==> src/rtl/mips_pkg.sv <==
// rtl/mips_pkg.sv - shared MIPS opcode, funct, ALU, PC-mux and controller state constants
//
// Purpose : single source of encodings for the multi-cycle controller, the
//           datapath ALU and the PC mux.
// Ports   : none (package).

package mips_pkg;

  // Primary opcodes, instr[31:26]
  localparam logic [5:0] OP_RTYPE = 6'h00;
  localparam logic [5:0] OP_J     = 6'h02;
  localparam logic [5:0] OP_BEQ   = 6'h04;
  localparam logic [5:0] OP_ORI   = 6'h0D;
  localparam logic [5:0] OP_LUI   = 6'h0F;
  localparam logic [5:0] OP_LW    = 6'h23;
  localparam logic [5:0] OP_SW    = 6'h2B;

  // R-type funct codes, instr[5:0]
  localparam logic [5:0] FN_ADDU = 6'h21;
  localparam logic [5:0] FN_SUBU = 6'h23;
  localparam logic [5:0] FN_AND  = 6'h24;
  localparam logic [5:0] FN_OR   = 6'h25;
  localparam logic [5:0] FN_SLT  = 6'h2A;

  // ALU operation select
  localparam logic [2:0] ALU_ADD = 3'b000;
  localparam logic [2:0] ALU_SUB = 3'b001;
  localparam logic [2:0] ALU_AND = 3'b010;
  localparam logic [2:0] ALU_OR  = 3'b011;
  localparam logic [2:0] ALU_SLT = 3'b100;
  localparam logic [2:0] ALU_LUI = 3'b101;

  // PC source mux select
  localparam logic [1:0] PC_SRC_SEQ = 2'b00;
  localparam logic [1:0] PC_SRC_BR  = 2'b01;
  localparam logic [1:0] PC_SRC_JMP = 2'b10;

  // Controller states (4-bit, codes 12..15 are unreachable)
  localparam logic [3:0] S_IF      = 4'd0;
  localparam logic [3:0] S_ID      = 4'd1;
  localparam logic [3:0] S_EX_R    = 4'd2;
  localparam logic [3:0] S_EX_I    = 4'd3;
  localparam logic [3:0] S_EX_ADDR = 4'd4;
  localparam logic [3:0] S_EX_BEQ  = 4'd5;
  localparam logic [3:0] S_JUMP    = 4'd6;
  localparam logic [3:0] S_MEM_RD  = 4'd7;
  localparam logic [3:0] S_MEM_WR  = 4'd8;
  localparam logic [3:0] S_WB_R    = 4'd9;
  localparam logic [3:0] S_WB_I    = 4'd10;
  localparam logic [3:0] S_WB_LW   = 4'd11;

  // Instruction class produced by the decoder
  typedef enum logic [2:0] {
    CLS_R   = 3'd0,
    CLS_ORI = 3'd1,
    CLS_LUI = 3'd2,
    CLS_LW  = 3'd3,
    CLS_SW  = 3'd4,
    CLS_BEQ = 3'd5,
    CLS_J   = 3'd6,
    CLS_ILL = 3'd7
  } instr_cls_e;

  function automatic logic is_mem_state(input logic [3:0] s);
    return (s == S_MEM_RD) || (s == S_MEM_WR);
  endfunction

endpackage

==> src/rtl/mips_mc_decode.sv <==
// rtl/mips_mc_decode.sv - combinational opcode/funct decoder for the multi-cycle controller
//
// Purpose : classify an instruction and pick its ALU operation.
// Ports   : i_op[5:0]       instr[31:26]
//           i_funct[5:0]    instr[5:0]
//           o_cls           instruction class (CLS_ILL when undecodable)
//           o_alu_ctrl[2:0] ALU operation for the class/funct
//           o_illegal       1 when op, or funct of an R-type, is unsupported

module mips_mc_decode
  import mips_pkg::*;
(
  input  logic [5:0] i_op,
  input  logic [5:0] i_funct,
  output instr_cls_e o_cls,
  output logic [2:0] o_alu_ctrl,
  output logic       o_illegal
);

  always_comb begin
    o_cls      = CLS_ILL;
    o_alu_ctrl = ALU_ADD;
    case (i_op)
      OP_RTYPE: begin
        o_cls = CLS_R;
        case (i_funct)
          FN_ADDU: o_alu_ctrl = ALU_ADD;
          FN_SUBU: o_alu_ctrl = ALU_SUB;
          FN_AND:  o_alu_ctrl = ALU_AND;
          FN_OR:   o_alu_ctrl = ALU_OR;
          FN_SLT:  o_alu_ctrl = ALU_SLT;
          default: o_cls      = CLS_ILL;
        endcase
      end
      OP_ORI: begin
        o_cls      = CLS_ORI;
        o_alu_ctrl = ALU_OR;
      end
      OP_LUI: begin
        o_cls      = CLS_LUI;
        o_alu_ctrl = ALU_LUI;
      end
      OP_LW:  o_cls = CLS_LW;
      OP_SW:  o_cls = CLS_SW;
      OP_BEQ: begin
        o_cls      = CLS_BEQ;
        o_alu_ctrl = ALU_SUB;
      end
      OP_J:    o_cls = CLS_J;
      default: o_cls = CLS_ILL;
    endcase
    o_illegal = (o_cls == CLS_ILL);
  end

endmodule

==> src/rtl/mips_mc_ctrl.sv <==
// rtl/mips_mc_ctrl.sv - multi-cycle MIPS main controller FSM with bounded memory wait
//
// Purpose : sequence each instruction IF -> ID -> EX -> MEM -> WB and drive
//           datapath mux selects and write enables.
// Ports   : clk, rst_n              clock, synchronous active-low reset
//           op, funct               instruction fields, sampled in S_ID
//           zero                    ALU zero flag (used in S_EX_BEQ)
//           mem_ready               data memory done handshake
//           pc_write, pc_src        PC load enable and source select
//           ir_write, reg_write     IR load, register file write enable
//           mem_read, mem_write     data memory requests
//           reg_dst, alu_src, mem_to_reg, ext_op, alu_ctrl   datapath selects
//           illegal, bus_err        one-cycle error pulses
//           state                   current FSM state (debug)

module mips_mc_ctrl
  import mips_pkg::*;
#(
  parameter int unsigned WAIT_MAX = 15
) (
  input  logic       clk,
  input  logic       rst_n,
  input  logic [5:0] op,
  input  logic [5:0] funct,
  input  logic       zero,
  input  logic       mem_ready,
  output logic       pc_write,
  output logic [1:0] pc_src,
  output logic       ir_write,
  output logic       reg_write,
  output logic       mem_read,
  output logic       mem_write,
  output logic       reg_dst,
  output logic       alu_src,
  output logic       mem_to_reg,
  output logic       ext_op,
  output logic [2:0] alu_ctrl,
  output logic       illegal,
  output logic       bus_err,
  output logic [3:0] state
);

  logic [3:0] r_state;
  logic [3:0] w_next;
  logic [5:0] r_op;
  logic [5:0] r_funct;
  logic [7:0] r_wait_cnt;

  logic       w_in_id;
  logic       w_in_mem;
  logic       w_wait_last;
  logic       w_timeout;
  logic       w_sel_active;
  logic [5:0] w_dec_op;
  logic [5:0] w_dec_funct;
  instr_cls_e w_cls;
  logic [2:0] w_dec_alu;
  logic       w_dec_illegal;

  logic       w_pc_write;
  logic [1:0] w_pc_src;
  logic       w_ir_write;
  logic       w_reg_write;
  logic       w_mem_read;
  logic       w_mem_write;
  logic       w_reg_dst;
  logic       w_alu_src;
  logic       w_mem_to_reg;
  logic       w_ext_op;
  logic [2:0] w_alu_ctrl;

  assign w_in_id  = (r_state == S_ID);
  assign w_in_mem = is_mem_state(r_state);

  // In S_ID the live instruction fields are decoded (they are being latched
  // on this edge); every later state decodes the latched copy so the
  // selects stay stable regardless of what the instruction bus does.
  assign w_dec_op    = w_in_id ? op    : r_op;
  assign w_dec_funct = w_in_id ? funct : r_funct;

  mips_mc_decode u_decode (
    .i_op       (w_dec_op),
    .i_funct    (w_dec_funct),
    .o_cls      (w_cls),
    .o_alu_ctrl (w_dec_alu),
    .o_illegal  (w_dec_illegal)
  );

  // The counter holds the number of memory cycles already spent, so the
  // current cycle is the WAIT_MAX-th one when it equals WAIT_MAX-1.
  assign w_wait_last = (r_wait_cnt == 8'(WAIT_MAX - 1));
  // A ready arriving on the final allowed cycle wins over the timeout.
  assign w_timeout   = w_in_mem && !mem_ready && w_wait_last;

  always_comb begin
    w_next = S_IF;
    case (r_state)
      S_IF: w_next = S_ID;
      S_ID: begin
        case (w_cls)
          CLS_R:           w_next = S_EX_R;
          CLS_ORI, CLS_LUI: w_next = S_EX_I;
          CLS_LW, CLS_SW:  w_next = S_EX_ADDR;
          CLS_BEQ:         w_next = S_EX_BEQ;
          CLS_J:           w_next = S_JUMP;
          default:         w_next = S_IF;
        endcase
      end
      S_EX_R:    w_next = S_WB_R;
      S_EX_I:    w_next = S_WB_I;
      S_EX_ADDR: w_next = (w_cls == CLS_LW) ? S_MEM_RD : S_MEM_WR;
      S_EX_BEQ:  w_next = S_IF;
      S_JUMP:    w_next = S_IF;
      S_MEM_RD: begin
        if (mem_ready)        w_next = S_WB_LW;
        else if (w_wait_last) w_next = S_IF;
        else                  w_next = S_MEM_RD;
      end
      S_MEM_WR: begin
        if (mem_ready || w_wait_last) w_next = S_IF;
        else                          w_next = S_MEM_WR;
      end
      S_WB_R:  w_next = S_IF;
      S_WB_I:  w_next = S_IF;
      S_WB_LW: w_next = S_IF;
      default: w_next = S_IF;
    endcase
  end

  always_ff @(posedge clk) begin
    if (!rst_n) begin
      r_state    <= S_IF;
      r_wait_cnt <= 8'd0;
      r_op       <= 6'd0;
      r_funct    <= 6'd0;
    end else begin
      r_state <= w_next;
      if (w_in_id) begin
        r_op    <= op;
        r_funct <= funct;
      end
      if (w_in_mem && !mem_ready && !w_wait_last)
        r_wait_cnt <= r_wait_cnt + 8'd1;
      else
        r_wait_cnt <= 8'd0;
    end
  end

  // Datapath selects are driven from the first EX state through write-back
  // and derived from the instruction class, so they cannot glitch between
  // the EX, MEM and WB states of one instruction.
  assign w_sel_active = (r_state >= S_EX_R) && (r_state <= S_WB_LW);

  always_comb begin
    w_pc_write   = 1'b0;
    w_pc_src     = PC_SRC_SEQ;
    w_ir_write   = 1'b0;
    w_reg_write  = 1'b0;
    w_mem_read   = 1'b0;
    w_mem_write  = 1'b0;
    w_reg_dst    = 1'b0;
    w_alu_src    = 1'b0;
    w_mem_to_reg = 1'b0;
    w_ext_op     = 1'b0;
    w_alu_ctrl   = ALU_ADD;

    if (w_sel_active) begin
      w_reg_dst    = (w_cls == CLS_R);
      w_alu_src    = (w_cls == CLS_ORI) || (w_cls == CLS_LUI) ||
                     (w_cls == CLS_LW)  || (w_cls == CLS_SW);
      w_mem_to_reg = (w_cls == CLS_LW);
      w_ext_op     = (w_cls == CLS_LW) || (w_cls == CLS_SW) || (w_cls == CLS_BEQ);
      w_alu_ctrl   = w_dec_alu;
    end

    case (r_state)
      S_IF: begin
        w_ir_write = 1'b1;
        w_pc_write = 1'b1;
        w_pc_src   = PC_SRC_SEQ;
      end
      S_EX_BEQ: begin
        w_pc_src   = PC_SRC_BR;
        w_pc_write = zero;
      end
      S_JUMP: begin
        w_pc_src   = PC_SRC_JMP;
        w_pc_write = 1'b1;
      end
      S_MEM_RD: w_mem_read  = 1'b1;
      S_MEM_WR: w_mem_write = 1'b1;
      S_WB_R, S_WB_I, S_WB_LW: w_reg_write = 1'b1;
      default: ;
    endcase
  end

  // Reset forces every output low combinationally so an instruction caught
  // mid-flight cannot write on the reset edge.
  assign pc_write   = rst_n & w_pc_write;
  assign pc_src     = rst_n ? w_pc_src : 2'b00;
  assign ir_write   = rst_n & w_ir_write;
  assign reg_write  = rst_n & w_reg_write;
  assign mem_read   = rst_n & w_mem_read;
  assign mem_write  = rst_n & w_mem_write;
  assign reg_dst    = rst_n & w_reg_dst;
  assign alu_src    = rst_n & w_alu_src;
  assign mem_to_reg = rst_n & w_mem_to_reg;
  assign ext_op     = rst_n & w_ext_op;
  assign alu_ctrl   = rst_n ? w_alu_ctrl : 3'b000;
  assign illegal    = rst_n & w_in_id & w_dec_illegal;
  assign bus_err    = rst_n & w_timeout;
  assign state      = rst_n ? r_state : 4'd0;

endmodule
==> config.mk <==
export PLATFORM = sky130hd
export DESIGN_NAME = mips_mc_ctrl
export DESIGN_NICKNAME = d
export VERILOG_FILES = /design/src/rtl/mips_pkg.sv /design/src/rtl/mips_mc_decode.sv /design/src/rtl/mips_mc_ctrl.sv
export SDC_FILE = /design/constraint.sdc
export NUM_CORES = 1
export LEC_CHECK = 0
export ABC_CLOCK_PERIOD_IN_PS = 5900
export BUFFER_PORTS_ARGS = -buffer_cell sky130_fd_sc_hd__buf_2
export CORE_MARGIN = 2
export CORE_UTILIZATION = 40
export CTS_BUF_LIST = sky130_fd_sc_hd__clkbuf_16
export DETAILED_ROUTE_END_ITERATION = 12
export GPL_TIMING_DRIVEN = 0
export SETUP_SLACK_MARGIN = 0.3
export SYNTH_ARGS = -nofsm -noshare
export SYNTH_HDL_FRONTEND = slang
export SYNTH_SLANG_ARGS = --single-unit
==> constraint.sdc <==
create_clock -name clk -period 5.9 [get_ports clk]
set_input_delay 0.295 -clock clk [delete_from_list [all_inputs] [get_ports clk]]
set_output_delay 0.295 -clock clk [all_outputs]
set_load 0.005 [all_outputs]
==> summary.md, run 1 <==
| Metric | Value |
|---|---|
| Initial antenna violation count | 0 |
| Most frequent cells in the layout | 44 x nand2_1, 35 x buf_2, 30 x nor2_1, 24 x dfxtp_1, 20 x a21oi_1 |
| Post-Place Worst Slack | 3310 ps |
| Gr usage total | around a fifth |
| Fmax | about 0.35 GHz |
| Post-CTS sizing | 0 |
| Crit path time final | approximately 2900 ps |
| Die span in y | between 70 and 80 um |
| Diodes inserted | 0 |
| Post-synth top area share | between 20% and 30% |
| Chip width | 71.3 um |
| Total wire length | around 5000 um |
| Cell Pwr Density | approximately 440 mW/mm2 |
| WS Path Type | reg2out |
| GR met1 Demand/Resource | roughly 30% |
| Post-layout util | 49.3% |
| Cell variety after synth | 50 |
| Worst slew pin tran | about 630 ps |
| # DRC | 0 |
| FFs w/ async S/R, synth | 0% |
| CTS tree | done |
| Yosys warnings | 0 |
| Setup repair bufs after CTS | 0 |
| HP Class | in2reg |
| Drt pass-1 iters | 5 |
| Final GP Congestion | 0.901 |
| Commonest non-fill, non-tap cell in the layout | nand2_1 |
| Worst EP arrival | about 2600 ps |
| CTS HTree Levels | 1 |
| Syn Area/Cell | roughly 6.9 um2 |
| GRT Residual Overflow | 0 |
| Insertion delay to the later sink of the worst-skew pair | between 200 and 300 ps |
| Longest Clk Path Bufs | 2 |
| Nets@finish | around 320 |
| Post-synth EDFFs | 0 |
| Drt wl/cell | 14.7 um |
| Hold Vio Cnt, Final | 0 |
| Detailed Place HPWL | 3890 um |
| Tcrit/Tclk final | 48.4% |
| Worst VDD drop | between 0.00015 and 0.0002 V |
| Hold_buf cts | 0 |
| Via-to-Cell Ratio | between 5 and 6 |
| Final setup viols | 0 |
| Port Buf Inserts | 33 |
| Critical Path Source Type | register |
| Max-Cap Viols | 0 |
| Cell Area, Synth | 0.00181 mm2 |
| Internal power | ~530 uW |
| Pleak | ~0.81 nW |
| Sum of negative setup slack | 0 ps |
| Outcome | finished clean |
| Reg power frac | between 20% and 30% |
| Crit. End Element | output port |
| Final setup margin | just over 3000 ps |
| Critical Path RT | 5610 ps |
| Die area | a little over 0.005 mm2 |
| Comb power frac | around 54% |
| RSZ-0062 raised after global routing | no |
| IO Count | 36 |
| Rows | 24 |
| Gr busiest metal | met2 |
| ANT nets after route | 0 |
| Switching Share | between 40% and 50% |
| Number of global-route vias before repair | 1780 |
| P&R area growth vs syn | 18.5% |
| Synthesized net count | 280 |
| Switching power | between 400 and 500 uW |
| Clock sinks | 24 |
| Flip-flop and latch count after synthesis | 24 |
| First-pass GRT wire length | 8530 um |
| Largest net degree at the start of global routing | 15 |
| Final Skew | 5.99 ps |
| Synth area leaders | dfxtp_1 27%, nand2_1 9.1%, nor2_1 6.2%, a21oi_1 5.5%, nor3_1 3.3% |
| CORE AREA | around 0.0044 mm2 |
| Met2 usage | 31.2% |
| Clock slew at reported path FFs | 70 ps |
| Sequential share of the synthesized area | a little over a quarter |
| Max FO, Critical Path | 10 |
| Final slew viol count | 0 |
| Initial core utilization | 41.6% |
| Slew HR | around 58% |
| Ys flop type | dfxtp_1 |
| Initial DRC Count | between 150 and 200 |
| Area leader, netlist | dfxtp_1 |
| Met3 Use GR | under 10% |
| CTS buffer count | 3 |
| Share of layout cells above drive strength 1 | approximately 17% |
| Mapped Cells | approximately 260 |
| DR vias | slightly below 2000 |
| Clock power share | roughly a fifth |
| Clock Root Buffer | clkbuf_16 |
-- worst max-delay path, cell delays in order (launching register included) --
cell	delay, ps
dfxtp_1	470
nor4b_2	450
buf_2	310
a31oi_1	240
nor4_2	520
nor2_1	90
nor2_1	90
buf_2	120
-- synth_stat cells, drive strengths merged, types with 6 or more instances --
cell	number
and2	6
xor2	6
nor3b	7
nand2	44
nor2	30
buf	6
clkbuf	11
dfxtp	24
a21oi	20
a31oi	6
nand3	11
o21ai	12
nor3	12
-- path summary, 6_finish.rpt --
path                            startpoint          to  slack, ps  depth (start not counted)
worst max-delay path            r_state[0]     illegal       3050                          7
worst min-delay path              funct[5]  r_funct[5]        290                          3
worst max register to register  r_state[0]  r_state[1]       3460                          6
worst min register to register  r_funct[4]  r_funct[4]        450                          2
-- stage by stage --
stage | instances | instance area (um2) | hold slack [ps] | total power [mW]
floorplan | 262 | 1810 | 431 | 0.601
global placement | 347 | 2040 | 441 | 0.740
finish | 351 | 2150 | 286 | 0.938
CTS | 351 | 2150 | 284 | 0.938
global route | 351 | 2150 | 299 | 1.01
detailed placement | 347 | 2040 | 451 | 0.736
-- logic make-up (layout without fill, tap and decap cells) --
kind of cell / after synthesis / after routing / synth area share, %
muxes: 2 / 2 / 1.17
adders and majority gates: 2 / 2 / 1.38
buffers and inverters: 22 / 59 / 5.53
AOI/OAI and AO/OA: 59 / 59 / 20.6
and+or+nand+nor: 146 / 146 / 41.4
xor gates and xnor gates: 7 / 7 / 3.38
DFF: 24 / 24 / 26.5
-- sequential cells by signal, summed over array words and instances (netlist names) --
register    count
r_state         4
r_funct         6
r_wait_cnt      8
r_op            6
-- cell type report --
type | count | area [um2]
fillers | 468 | 2210
multi-input cells | 216 | 1230
flip-flops and latches | 24 | 480
repair buffers | 33 | 165
plain buffers | 17 | 81.3
clock buffers | 3 | 75.1
well taps | 52 | 65.1
clock inverters | 1 | 30.0
inverters | 5 | 18.8
-- power groups by stage --
| stage | Sequential [mW] | Combinational (mW) | Clock, mW |
|---|---|---|---|
| 5_1_grt | 0.238 | 0.561 | 0.208 |
| 3_5_place_dp | 0.237 | 0.500 | 0 |
| 3_3_place_gp | 0.236 | 0.505 | 0 |
| 4_1_cts | 0.233 | 0.503 | 0.202 |
| 6_report | 0.234 | 0.506 | 0.198 |
| 2_1_floorplan | 0.225 | 0.375 | 0 |
-- per-layer routing --
layer	up-vias	routed length, um
met5	-	0
li1	1011	-
met4	0	56
met2	78	2120
met3	5	387
met1	880	2580
Power figures use the tool's default switching activity.
==> run 2: changes to the inputs <==
--- a/config.mk
+++ b/config.mk
@@ -5,7 +5,7 @@
 export SDC_FILE = /design/constraint.sdc
 export NUM_CORES = 1
 export LEC_CHECK = 0
-export ABC_CLOCK_PERIOD_IN_PS = 5900
+export ABC_CLOCK_PERIOD_IN_PS = 2600
 export BUFFER_PORTS_ARGS = -buffer_cell sky130_fd_sc_hd__buf_2
 export CORE_MARGIN = 2
 export CORE_UTILIZATION = 40
==> constraint.sdc (replaced) <==
create_clock -name clk -period 2.6 [get_ports clk]
set_input_delay 0.13 -clock clk [delete_from_list [all_inputs] [get_ports clk]]
set_output_delay 0.13 -clock clk [all_outputs]
set_load 0.005 [all_outputs]
==> run 2 against run 1 <==
  * Combinational power grew to 2.7 times the previous value
  * First-iteration DRC count shrank 16%
  * Sequential cell count is the same
  * Non-clock buffer count grew 4
  * Power grew to 2.5 times the previous value
  * Clock-buffer cell count is the same
  * Hold slack lost 170 ps
  * Final area grew 6.6%
  * Sequential power grew 130%
  * Clock skew grew 1.4 ps
  * Critical endpoint is now reg_dst
  * Largest cell class unchanged
  * Highest routed layer unchanged
==> summary.md, run 2 (synthesis gave the netlist of run 1 again) <==
| Metric | Value |
|---|---|
| Outcome | finished clean |
| First-pass GRT wire length | 8890 um |
| Gr usage total | about 22% |
| Cell Pwr Density | ~1000 mW/mm2 |
| Clock slew at reported path FFs | 70 ps |
| Sum of negative setup slack | 0 ps |
| Drt pass-1 iters | 5 |
| CORE AREA | approximately 0.0044 mm2 |
| CTS HTree Levels | 1 |
| Via-to-Cell Ratio | approximately 5.8 |
| Max-Cap Viols | 0 |
| P&R area growth vs syn | 26.4% |
| Final GP Congestion | between 0.9 and 1 |
| Die area | between 0.005 and 0.006 mm2 |
| Nets@finish | around 320 |
| CTS buffer count | 3 |
| Final Skew | roughly 7.4 ps |
| Crit path time final | between 2000 and 2500 ps |
| Hold_buf cts | 0 |
| RSZ-0062 raised after global routing | yes |
| ANT nets after route | 0 |
| Pleak | between 0.8 and 0.9 nW |
| Longest Clk Path Bufs | 2 |
| Slew HR | ~62% |
| Biggest regs | r_wait_cnt (8), r_funct (6), r_op (6) |
| Chip width | around 70 um |
| Critical Path Source Type | register |
| Critical Path RT | approximately 2500 ps |
| Most frequent cells in the layout | 44 x nand2_1, 34 x buf_2, 29 x nor2_1, 21 x dfxtp_1, 19 x a21oi_1 |
| Port Buf Inserts | 33 |
| Clock Root Buffer | clkbuf_16 |
| Insertion delay to the later sink of the worst-skew pair | roughly 260 ps |
| Total wire length | about 5400 um |
| Hold Vio Cnt, Final | 0 |
| Worst EP arrival | between 2000 and 2500 ps |
| Largest register FFs | 8 |
| Detailed Place HPWL | ~4000 um |
| IO Count | 36 |
| Initial DRC Count | approximately 160 |
| Rows | 24 |
| HP Class | in2reg |
| Initial core utilization | about two fifths |
| Initial antenna violation count | 0 |
| Final setup viols | 0 |
| Diodes inserted | 0 |
| Post-route cell area | 0.00229 mm2 |
| Worst slew pin tran | between 500 and 600 ps |
| Clock sinks | 24 |
| Commonest non-fill, non-tap cell in the layout | nand2_1 |
| Placed cell area | roughly 0.0020 mm2 |
| DR vias | about 2000 |
| # DRC | 0 |
| Top reg by flops | r_wait_cnt |
| Die span in y | 71.3 um |
| GRT Residual Overflow | 0 |
| Fmax | between 0.4 and 0.5 GHz |
| Crit. End Element | output port |
| Share of layout cells above drive strength 1 | 22.8% |
| Largest net degree at the start of global routing | 15 |
| Number of global-route vias before repair | around 1800 |
| CTS tree | done |
| Max FO, Critical Path | 4 |
| WS Path Type | reg2out |
| Min Hold Slack | ~120 ps |
| Final slew viol count | 0 |
| Worst VDD drop | between 0.0004 and 0.0005 V |
| Tcrit/Tclk final | 96.1% |
| Total Power | approximately 2.4 mW |
| Drt wl/cell | roughly 15 um |
run 2: layer usage:
layer	vias up	track usage (%)	part of all wire (%)
met5	-	0	0
met4	0	6.71	1.6
met3	11	2.67	6.2
met2	88	32.9	44
met1	925	31.8	48
li1	1018	-	-
run 2: repair_timing:
item | in CTS | in global routing
endpoints found under the setup margin | 8 | 9
buffers inserted | 3 | 1
pin swaps | 6 | 4
resized for setup | 15 | 10
run 2: worst paths after layout:
check	slack (ps)	startpoint	cells after the start	end
max	100	r_state[1]	8	reg_dst
max reg2reg	350	r_op[0]	7	r_state[1]
min	120	funct[0]	3	r_funct[0]
min reg2reg	450	r_funct[4]	2	r_funct[4]
run 2: report_power, final:
group          switching (mW)  total (mW)  internal (mW)
sequential             0.0908       0.545          0.454
combinational           0.813        1.39          0.576
clock                   0.146       0.452          0.307
run 2: area by class of cell:
class	instances	area [um2]
clock buffer	3	75.1
sequential	24	484
inverter	5	18.8
buffer	17	90.1
fill	447	2060
clock inverter	1	30.0
tap	52	65.1
timing repair buffer	37	195
multi-input combinational	216	1330
run 2: per-stage QoR:
stage,utilization (%),std cells,setup WS [ps]
finish,52.6,355,101
global route,52.6,355,26.0
CTS,51.6,354,126
detailed placement,46.9,347,149
global placement,46.9,347,176
floorplan,-,262,525
run 2: critical path, cell delays in order (launching register included):
cell	delay, ps
dfxtp_2	320
buf_6	120
or4b_4	490
buf_6	140
or3_4	390
a211oi_4	270
nor4_4	80
nor3_2	140
buf_2	140
==> run 3: changes to the inputs <==
--- a/config.mk
+++ b/config.mk
@@ -12,6 +12,7 @@
 export CTS_BUF_LIST = sky130_fd_sc_hd__clkbuf_16
 export DETAILED_ROUTE_END_ITERATION = 12
 export GPL_TIMING_DRIVEN = 0
+export PLACE_DENSITY = 0.62
 export SETUP_SLACK_MARGIN = 0.3
 export SYNTH_ARGS = -nofsm -noshare
 export SYNTH_HDL_FRONTEND = slang
==> run 3 against run 2 <==
  * Power grew 5.1%
  * Sequential power is essentially flat
  * Clock-buffer cell count is the same
  * Combinational power grew 9%
  * Non-clock buffer count grew 7
  * Core utilization grew 2.6 points
  * Routed wire length grew 3.8%
  * Die area is the same
  * First-iteration DRC count shrank 7.4%
  * Maximum frequency shrank 0.80%
  * Clock skew shrank 1.1 ps
  * Setup slack lost 20 ps
  * Largest power group unchanged
==> summary.md, run 3 (synthesis gave the netlist of run 1 again) <==
| Metric | Value |
|---|---|
| Largest register FFs | 8 |
| CTS HTree Levels | 1 |
| Cell Pwr Density | about 1000 mW/mm2 |
| Hold_buf cts | 0 |
| Diodes inserted | 0 |
| Cell breakdown of the critical path | buf_6 -> or4b_4 -> buf_6 -> or3_4 -> a21oi_2 -> o21ai_0 -> a21oi_1 -> buf_2 |
| Pleak | between 0.9 and 1 nW |
| R2r endpoint | r_state[1] |
| Max layer used | met4 |
| Critical Path Source Type | register |
| Total Power | 2.51 mW |
| RSZ-0062 raised after global routing | yes |
| Drt pass-1 iters | 5 |
| Chip width | between 70 and 80 um |
| Worst slew pin tran | approximately 600 ps |
| Worst EP arrival | 2390 ps |
| WL met3 | between 300 and 400 um |
| Final GP Congestion | 0.933 |
| Final cell count without fillers | about 360 |
| Met2 wire length | between 2000 and 3000 um |
| Post-layout util | around 55% |
| Detailed Place HPWL | ~3800 um |
| Cells on worst reg2reg path | 11 |
| Worst r2r src | r_state[1] |
| Die area | just over 0.005 mm2 |
| R2R Setup Slk | 310 ps |
| Nets@finish | between 300 and 400 |
| Tcrit/Tclk final | a little over nine tenths |
| Hold Vio Cnt, Final | 0 |
| GRT Residual Overflow | 0 |
| Die span in y | 71.3 um |
| DR vias | between 2000 and 2500 |
| Share of layout cells above drive strength 1 | a little over a quarter |
| CTS buffer count | 3 |
| Initial antenna violation count | 0 |
| Rows | 24 |
| Placed cell area | ~0.0020 mm2 |
| Final setup viols | 0 |
| CTS tree | done |
| Multi-input gate area | between 0.001 and 0.0015 mm2 |
| CP dominant cell by count | buf_6 |
| Critical Path RT | 2470 ps |
| Biggest regs | r_wait_cnt (8), r_funct (6), r_op (6) |
| Dpl cells | 347 |
| Crit path time final | between 2000 and 3000 ps |
| Crit. End Element | output port |
| Worst setup path endpoint | alu_ctrl[1] |
| Max FO, Critical Path | 3 |
| Worst path max stage delay | around 480 ps |
| CP delay by family, top | simple AND/OR/NAND/NOR gates |
| Fillers | 414 |
| Final slew viol count | 0 |
| Fmax | approximately 0.40 GHz |
| Crit path from | r_state[1] |
| Max-Cap Viols | 0 |
| Commonest non-fill, non-tap cell in the layout | nand2_1 |
| Sum of negative setup slack | 0 ps |
| WS Path Type | reg2out |
| Post-route cell area | 0.00240 mm2 |
| Largest net degree at the start of global routing | 15 |
| Total wire length | approximately 5600 um |
| ANT nets after route | 0 |
| Insertion delay to the later sink of the worst-skew pair | roughly 260 ps |
| HP Class | in2reg |
| Register cell area after layout | approximately 490 um2 |
| Slowest library cell on the worst path | or4b_4 |
| Worst VDD drop | just under 0.0005 V |
| IO Count | 36 |
| First-pass GRT wire length | ~9000 um |
| Longest Clk Path Bufs | 2 |
| Slew HR | 59.7% |
| Gr usage total | between 20% and 30% |
| Final Skew | about 6.3 ps |
| Clock sinks | 24 |
| Initial core utilization | around two fifths |
| Drt wl/cell | about 16 um |
| Number of global-route vias before repair | between 1500 and 2000 |
| Via-to-Cell Ratio | between 5 and 6 |
| Clock Root Buffer | clkbuf_16 |
| WP buf/inv | 3 |
| Top reg by flops | r_wait_cnt |
| Most frequent cells in the layout | 44 x nand2_1, 33 x buf_2, 29 x nor2_1, 20 x dfxtp_1, 16 x a21oi_1 |
| P&R area growth vs syn | 32.7% |
| Port Buf Inserts | 33 |
| Outcome | finished clean |
| Met1 WL | 2560 um |
| # DRC | 0 |
| Cell count along the critical path | 8 |
| Initial DRC Count | approximately 150 |
| CORE AREA | 0.00435 mm2 |
| Clock slew at reported path FFs | ~70 ps |
[run 3: worst min path at each step]
stage	start	endpoint	cells past startpoint
after floorplan	funct[4]	r_funct[4]	2
after global placement	funct[5]	r_funct[5]	3
after detailed placement	funct[4]	r_funct[4]	3
after CTS	funct[4]	r_funct[4]	3
after global routing	funct[4]	r_funct[4]	3
final	funct[4]	r_funct[4]	3
[run 3: area by class of cell]
class / instances / area share [%]
Buffer: 17 / 4.11
Clock buffer: 3 / 3.12
Clock inverter: 1 / 1.25
Inverter: 5 / 0.780
Multi-Input combinational cell: 216 / 57.1
Sequential cell: 24 / 20.3
Tap cell: 52 / 2.71
Timing Repair Buffer: 44 / 10.6
[run 3: through the flow]
step / worst slack (ps) / hold WS [ps]
4_1_cts: 116 / 116
2_1_floorplan: 525 / 266
3_5_place_dp: 238 / 390
3_3_place_gp: 239 / 388
6_report: 80.9 / 118
5_1_grt: 75.3 / 130
[run 3: worst min-delay path, stage by stage]
cell     delay [ps]
buf_2           100
nand2_1          50
a21oi_1          50
[run 3: power by group]
part           leakage (nW)  internal, mW  switching [mW]
combinational         0.655         0.658           0.857
clock                0.0511         0.306           0.142
sequential            0.197         0.457          0.0893
[run 3: repair_timing]
item | CTS | global route
pin swaps | 8 | 7
setup endpoints to repair | 8 | 9
buffers inserted | 7 | 4
gates cloned | 0 | 0
resized for setup | 22 | 22
[run 3: layer usage]
layer	GRT usage, %	vias to the layer above
li1	-	1047
met1	30.0	971
met2	36.2	84
met3	2.53	9
met4	7.34	0
met5	0	-
